`src/rtl/sr_bank_pkg.sv`:
```
// Shared mode encodings and next-state function for the SR register bank.
package sr_bank_pkg;

    localparam int unsigned MODE_HOLD   = 0;
    localparam int unsigned MODE_SET    = 1;
    localparam int unsigned MODE_RST    = 2;
    localparam int unsigned MODE_TOGGLE = 3;

    // Next state of one SR channel; S=R=1 is resolved by mode.
    function automatic logic sr_next(input logic q, input logic s, input logic r,
                                     input int unsigned mode);
        logic nxt;
        nxt = q;
        case ({s, r})
            2'b00: nxt = q;
            2'b10: nxt = 1'b1;
            2'b01: nxt = 1'b0;
            default: begin
                case (mode)
                    MODE_SET:    nxt = 1'b1;
                    MODE_RST:    nxt = 1'b0;
                    MODE_TOGGLE: nxt = ~q;
                    default:     nxt = q;
                endcase
            end
        endcase
        return nxt;
    endfunction

endpackage

```
`src/rtl/sr_reg_bank_cell.sv`:
```
// One SR channel: state flop, complement flop and edge-pulse flops.
module sr_cell
    import sr_bank_pkg::*;
#(
    parameter int unsigned MODE     = MODE_HOLD,
    parameter logic        INIT_VAL = 1'b0
) (
    input  logic clk,
    input  logic rst_n,
    input  logic en,
    input  logic s,
    input  logic r,
    output logic q,
    output logic qn,
    output logic rise,
    output logic fall
);

    logic q_next;

    // Resolved next state for this channel.
    always_comb begin
        q_next = sr_next(q, s, r, MODE);
    end

    // State, complement and single-cycle edge pulses, all updated together.
    always_ff @(posedge clk or negedge rst_n) begin
        if (!rst_n) begin
            q    <= INIT_VAL;
            qn   <= ~INIT_VAL;
            rise <= 1'b0;
            fall <= 1'b0;
        end else begin
            if (en) begin
                q  <= q_next;
                qn <= ~q_next;
            end
            rise <= en & ~q & q_next;
            fall <= en & q & ~q_next;
        end
    end

endmodule

```
`src/rtl/sr_reg_bank.sv`:
```
// Clocked bank of set/reset flip-flops with optional input synchroniser.
// Optional feature macro: SR_CONFLICT_CNT_EN adds cnt_clr / conflict_cnt
// (saturating count of cycles with any S&R while enabled).
module sr_reg_bank
    import sr_bank_pkg::*;
#(
    parameter int unsigned          CHANNELS    = 8,
    parameter int unsigned          MODE        = MODE_HOLD,
    parameter logic [CHANNELS-1:0]  INIT        = '0,
    parameter int unsigned          SYNC_STAGES = 0,
    parameter int unsigned          CNT_W       = 8
) (
    input  logic                clk,
    input  logic                rst_n,
    input  logic                en,
    input  logic [CHANNELS-1:0] S,
    input  logic [CHANNELS-1:0] R,
    output logic [CHANNELS-1:0] Q,
    output logic [CHANNELS-1:0] Qn,
    output logic [CHANNELS-1:0] rise,
    output logic [CHANNELS-1:0] fall,
    output logic                conflict
`ifdef SR_CONFLICT_CNT_EN
    ,
    input  logic                cnt_clr,
    output logic [CNT_W-1:0]    conflict_cnt
`endif
);

    logic [CHANNELS-1:0] s_smp;
    logic [CHANNELS-1:0] r_smp;
    logic                conflict_now;

    generate
        if (SYNC_STAGES == 0) begin : g_nosync
            assign s_smp = S;
            assign r_smp = R;
        end else begin : g_sync
            logic [CHANNELS-1:0] s_pipe [SYNC_STAGES];
            logic [CHANNELS-1:0] r_pipe [SYNC_STAGES];

            // Synchroniser chain; shifts every cycle independent of en.
            always_ff @(posedge clk or negedge rst_n) begin
                if (!rst_n) begin
                    for (int k = 0; k < int'(SYNC_STAGES); k++) begin
                        s_pipe[k] <= '0;
                        r_pipe[k] <= '0;
                    end
                end else begin
                    s_pipe[0] <= S;
                    r_pipe[0] <= R;
                    for (int k = 1; k < int'(SYNC_STAGES); k++) begin
                        s_pipe[k] <= s_pipe[k-1];
                        r_pipe[k] <= r_pipe[k-1];
                    end
                end
            end

            assign s_smp = s_pipe[SYNC_STAGES-1];
            assign r_smp = r_pipe[SYNC_STAGES-1];
        end
    endgenerate

    // Independent per-channel SR cells.
    generate
        for (genvar i = 0; i < int'(CHANNELS); i++) begin : g_cell
            sr_cell #(
                .MODE     (MODE),
                .INIT_VAL (INIT[i])
            ) u_cell (
                .clk  (clk),
                .rst_n(rst_n),
                .en   (en),
                .s    (s_smp[i]),
                .r    (r_smp[i]),
                .q    (Q[i]),
                .qn   (Qn[i]),
                .rise (rise[i]),
                .fall (fall[i])
            );
        end
    endgenerate

    // Any channel requesting set and reset together while enabled.
    always_comb begin
        conflict_now = en & (|(s_smp & r_smp));
    end

    // Registered conflict flag, one cycle per conflicting sample.
    always_ff @(posedge clk or negedge rst_n) begin
        if (!rst_n) begin
            conflict <= 1'b0;
        end else begin
            conflict <= conflict_now;
        end
    end

`ifdef SR_CONFLICT_CNT_EN
    // Saturating conflict counter; clear wins over increment.
    always_ff @(posedge clk or negedge rst_n) begin
        if (!rst_n) begin
            conflict_cnt <= '0;
        end else if (cnt_clr) begin
            conflict_cnt <= '0;
        end else if (conflict_now && (conflict_cnt != {CNT_W{1'b1}})) begin
            conflict_cnt <= conflict_cnt + CNT_W'(1);
        end
    end
`endif

endmodule

```
`config.mk`:
```
export PLATFORM = sky130hd
export DESIGN_NAME = sr_reg_bank
export DESIGN_NICKNAME = d
export VERILOG_FILES = /design/src/rtl/sr_bank_pkg.sv /design/src/rtl/sr_reg_bank_cell.sv /design/src/rtl/sr_reg_bank.sv
export SDC_FILE = /design/constraint.sdc
export NUM_CORES = 1
export LEC_CHECK = 0
export BUFFER_PORTS_ARGS = -buffer_cell sky130_fd_sc_hd__clkbuf_2
export CAP_MARGIN = 25
export CORE_MARGIN = 1.5
export CORE_UTILIZATION = 45
export CTS_CLUSTER_DIAMETER = 60
export DETAILED_ROUTE_END_ITERATION = 10
export PLACE_DENSITY = 0.78
export SLEW_MARGIN = 40
export SYNTH_ARGS = -nofsm -noshare
export SYNTH_HDL_FRONTEND = slang
export SYNTH_HIERARCHICAL = 1
export SYNTH_SLANG_ARGS = --single-unit
```
`constraint.sdc`:
```
create_clock -name clk -period 0.9 [get_ports clk]
set_input_delay 0.135 -clock clk [delete_from_list [all_inputs] [get_ports clk]]
set_output_delay 0.135 -clock clk [all_outputs]
set_load 0.01 [all_outputs]
```
==> flow_summary.toml, run 1 <==
[timing]
setup-violations-final = 34
finalCritPeriodShare_pct = 124
fmax_mhz = 894
final-hold-violation-count = 0
rsz0062_at_grt = "true"
setup_ws_ps = -219
finalClockSkew_ps = 7.82
worst_slew_pin_slew_ps = 245
maxSlewHeadroom_pct = 83.7
fin_crit_ps = 1120
drv_slew = 0

[grt]
antenna_found_initial = 0
grtUsageTotal_pct = 19.2
grt_pass1_wl_mm = 5.87
grt_pass1_vias = 1324
grt_max_degree = 34
grt_overflow = 0

[final_layout]
finish.instance_area_um2 = 2630
post-route-util_pct = 76.9
area_delta_synth_final_pct = 61.3
nNetsFinal = 243
layout_common_cells = "clkbuf_2 (42), buf_4 (29), dfrtp_1 (25)"
mostFrequentLayoutCell = "clkbuf_2"
antenna_cells = 0
n_fill_cell = 221
final_cell_count_no_fill = 255
drive_above_1_share_pct = 69.4

[clock_network]
cts.reportedPaths.clkPinSlew_ps = 100
clock_latency_ps = 320
cts_root_buffer = "clkbuf_4"
numCtsBuffers = 5
clk_path_buf_depth = 2
clock_sinks = 33
htree_num_levels = 2
cts_tree = "done"

[power]
power_density_nw_per_um2 = 1520
p_int_mw = 2.91
leakagePower_nw = 1.34
p_clk_share_pct = 23.5
power_frac_seq_pct = 44.7
p_sw_share_pct = 27.4
share_comb_of_total_power_pct = 31.7
ir_worst_vdd_uv = 974
power.switching_mw = 1.09
power_mw = 4.00

[logic_synthesis]
syn_inst = 111
yosys_register_bits = 33
syn_avg_cell_area_um2 = 14.7
syn_area_um2 = 1630
ys_seq_area_share_pct = 51.3
synth_warnings = 6
synth_nets = 146
yosysUniqueCellTypes = 11

[status]
violations = "setup timing"
outcome = "complete, but fails checks"

[setup_path]
ff2ff_path_depth = 2
slowest_delay_ps = 560
arrival_ps = 980
path_buf_inv = 1
cp_slowest_cell = "dfstp_2"
crit_chain = "buf_8"
r2r-end = "g_cell[3].u_cell/q"
critical_path_class = "reg2out"
cp-start-kind = "flop"
crit_cells = 1
crit_fanout = 2
cp.required_ps = 760
crit_start = "g_cell[2].u_cell/qn"
cp_top_family = "flip-flops"
r2r_slack_ps = -10
end_kind = "primary output"
reg2reg_from = "g_cell[3].u_cell/q"

[placed_design]
globalplace.congestion = 0.681
dpl_worst_slack_ps = -317
io_buffers = 51
dp_hpwl_mm = 2.61
dp.cells = 238
place_area_um2 = 2390

[hold_path]
hold_path_class = "in2reg"
min-delay-start = "S[2]"
holdPathStages = 3
hold_path_end = "g_cell[2].u_cell/fall"

[routing]
vias = 1213
wl_per_cell_um = 13.7
dr.first_iter.drc_count = 33
viasPerCell = 4.76
wl_mm = 3.50
drt-pass1-iter-count = 4
route.detailed.drc = 0
postRouteAntennaNets = 0

[floorplan]
die_h_um = 63.2
coreArea_um2 = 3420
ios = 52
die_x_um = 63.2
std_cell_rows = 21
dieArea_um2 = 3990
start_util_pct = 47.7

[job]
cap_violations = 0
[synthesized netlist by cell type]
master    number  area share (%)
dfstp_2        8              13
mux2_4         8             7.4
ha_1          16              12
nand2b_4       8             6.8
a41oi_1        1            0.54
a22oi_1        4             1.8
mux2i_1        8             4.9
inv_1          9             2.1
nor3b_1       16             7.4
mux2_2         8             5.5
dfrtp_1       25              38
[layer usage]
metal  wire [um]  up-vias  GRT usage [%]
li1            -      580              -
met1        1420      596           21.1
met2        1920       32           36.7
met3         114        5           3.75
met4          42        0           5.83
met5           0        -              0
[repair_timing]
item                                    4_1_cts  5_1_grt
hold buffers                                  1        0
buffers inserted                              7        1
gates cloned                                  0        0
endpoints found under the setup margin       33       47
gates resized for setup                       1       27
endpoints found under the hold margin        33        0
[sequential cells by signal (all words and copies together) (netlist names)]
register / count
conflict: 1
g_cell.u_cell/q: 8
g_cell.u_cell/qn: 8
g_cell.u_cell/fall: 8
g_cell.u_cell/rise: 8
[power groups by stage]
stage	clock, mW	sequential, mW	combinational (mW)
2_1_floorplan	0	1.88	0.448
3_3_place_gp	0	1.81	0.983
3_5_place_dp	0	1.82	1.02
4_1_cts	0.976	1.76	1.15
6_report	0.941	1.79	1.27
5_1_grt	1.05	1.80	1.37
[how the worst max path moves through the flow]
stage                     slack, ps                     to
after global routing           -260                  Qn[2]
after detailed placement       -320  g_cell[0].u_cell/rise
after global placement         -240     g_cell[2].u_cell/q
final                          -220                  Qn[2]
after floorplan                 -30     g_cell[0].u_cell/q
after CTS                      -250                  Qn[2]
[tightest hold or removal path, stage by stage]
cell and delay [ps]:
clkbuf_2 110, ha_4 120, nor3b_1 40
[stage by stage]
stage                     setup TNS [ps]  hold WS (ps)
final                              -3350           125
after global routing               -5040           104
after CTS                          -3970           107
after detailed placement           -6990           108
after global placement             -6060           108
after floorplan                     -200          -161
[area by class of cell]
cell class / count / area [um2] / area share, %
clock buffer: 7 / 65.1 / 2.48
timing repair buffer: 90 / 656 / 25.0
inverter: 9 / 134 / 5.10
clock inverter: 1 / 5.00 / 0.190
multi-input combinational: 69 / 875 / 33.3
sequential: 33 / 836 / 31.8
tap: 46 / 57.6 / 2.19
[cells by family (layout without fill, tap and decap cells)]
group | Yosys count | count (layout) | synth area share, %
compound gates | 5 | 5 | 2.38
fa+ha+maj | 16 | 16 | 12.3
buf+inv | 9 | 107 | 2.07
flops | 33 | 33 | 51.3
mux | 24 | 24 | 17.8
simple gates | 24 | 24 | 14.1
No activity file was read; power rests on OpenSTA's default activity.
==> run 2: changes to the inputs <==
- RECOVER_POWER: unset -> 25
==> flow_summary.toml, run 2 (synthesis gave the netlist of run 1 again) <==
[timing]
fin_crit_ps = 1120
worst_slew_pin_slew_ps = 449
setup-violations-final = 34
maxSlewHeadroom_pct = 70.1
finalClockSkew_ps = 7.80
rsz0062_at_grt = "true"
setup_ws_ps = -218
finalCritPeriodShare_pct = 124
final-hold-violation-count = 0
drv_slew = 0
fmax_mhz = 894

[setup_path]
crit_chain = "buf_8"
path_buf_inv = 1
reg2reg_from = "g_cell[3].u_cell/q"
end_kind = "primary output"
cp_slowest_cell = "dfstp_2"
r2r_slack_ps = -20
arrival_ps = 980
cp_top_family = "flip-flops"
cp-start-kind = "flop"
critical_path_class = "reg2out"
cp.required_ps = 760
slowest_delay_ps = 560
crit_fanout = 2
crit_start = "g_cell[2].u_cell/qn"

[power]
power_density_nw_per_um2 = 1530
ir_worst_vdd_uv = 974
leakagePower_nw = 1.34

[grt]
grt_pass1_wl_mm = 5.87
grt_max_degree = 34
grt_pass1_vias = 1324
antenna_found_initial = 0
grt_overflow = 0
grtUsageTotal_pct = 19.2

[floorplan]
die_h_um = 63.2
coreArea_um2 = 3420
start_util_pct = 47.7
dieArea_um2 = 3990
ios = 52
std_cell_rows = 21
die_x_um = 63.2

[hold_path]
min-delay-start = "S[2]"
hold_path_class = "in2reg"

[placed_design]
dp.cells = 238
io_buffers = 51
place_area_um2 = 2390
globalplace.congestion = 0.681
dp_hpwl_mm = 2.61

[routing]
route.detailed.drc = 0
viasPerCell = 4.75
postRouteAntennaNets = 0
vias = 1212
wl_mm = 3.50
wl_per_cell_um = 13.7
dr.first_iter.drc_count = 44
drt-pass1-iter-count = 3

[clock_network]
htree_num_levels = 2
clock_sinks = 33
cts.reportedPaths.clkPinSlew_ps = 100
cts_tree = "done"
clk_path_buf_depth = 2
numCtsBuffers = 5
cts_root_buffer = "clkbuf_4"
clock_latency_ps = 320

[status]
violations = "setup timing"
outcome = "complete, but fails checks"

[final_layout]
nNetsFinal = 243
drive_above_1_share_pct = 69.4
mostFrequentLayoutCell = "clkbuf_2"
antenna_cells = 0
finish.instance_area_um2 = 2620
area_delta_synth_final_pct = 60.5
layout_common_cells = "clkbuf_2 (42), buf_4 (29), dfrtp_1 (25)"
final_cell_count_no_fill = 255
n_fill_cell = 223

[job]
cap_violations = 0
run 2: path summary, 6_finish.rpt:
check	to	depth (start not counted)
setup / recovery	Qn[2]	1
hold / removal	g_cell[2].u_cell/fall	3
setup reg to reg	g_cell[3].u_cell/q	2
hold reg to reg	g_cell[1].u_cell/rise	2
max in group asynchronous	g_cell[4].u_cell/qn	3
min in group asynchronous	g_cell[6].u_cell/rise	3
run 2: layout make-up:
cell class / instances / area (um2) / share of cell area (%)
Multi-Input combinational cell: 69 / 875 / 33.4
Timing Repair Buffer: 90 / 643 / 24.6
Inverter: 9 / 134 / 5.12
Tap cell: 46 / 57.6 / 2.20
Sequential cell: 33 / 836 / 32.0
Clock inverter: 1 / 5.00 / 0.191
Clock buffer: 7 / 65.1 / 2.49
run 2: routing by layer:
| metal | vias up | track usage, % | share of wire, % |
|---|---|---|---|
| li1 | 581 | - | - |
| met1 | 596 | 21.1 | 41 |
| met2 | 30 | 36.7 | 55 |
| met3 | 5 | 3.75 | 3.2 |
| met4 | 0 | 5.83 | 1.2 |
| met5 | - | 0 | 0 |
run 2: metrics by stage:
stage | worst slack, ps | utilization, % | setup TNS (ps) | hold slack, ps | total power, mW
after floorplan | -25.0 | - | -200 | -161 | 2.33
after global routing | -261 | 76.6 | -5040 | 104 | 4.21
after global placement | -241 | 70.0 | -6060 | 108 | 2.79
after CTS | -250 | 74.2 | -3970 | 107 | 3.88
after detailed placement | -317 | 70.0 | -6990 | 108 | 2.84
final | -218 | 76.6 | -3350 | 125 | 3.99
run 2: timing repair:
| action | 4_1_cts | 5_1_grt |
|---|---|---|
| gates resized for setup | 1 | 27 |
| buffers inserted | 7 | 1 |
| hold endpoints to repair | 33 | 0 |
| hold buffers | 1 | 0 |
| setup endpoints to repair | 33 | 47 |
run 2: worst reg2reg max path: cells and delay by family, from the launching register on:
family   cells  cell delay (ps)
flops        1              420
mux          1              250
buf+inv      1              150
run 2: power by group:
part	internal (mW)	total, mW	switching, mW
Clock	0.453	0.942	0.489
Sequential	1.68	1.79	0.107
Combinational	0.763	1.26	0.499
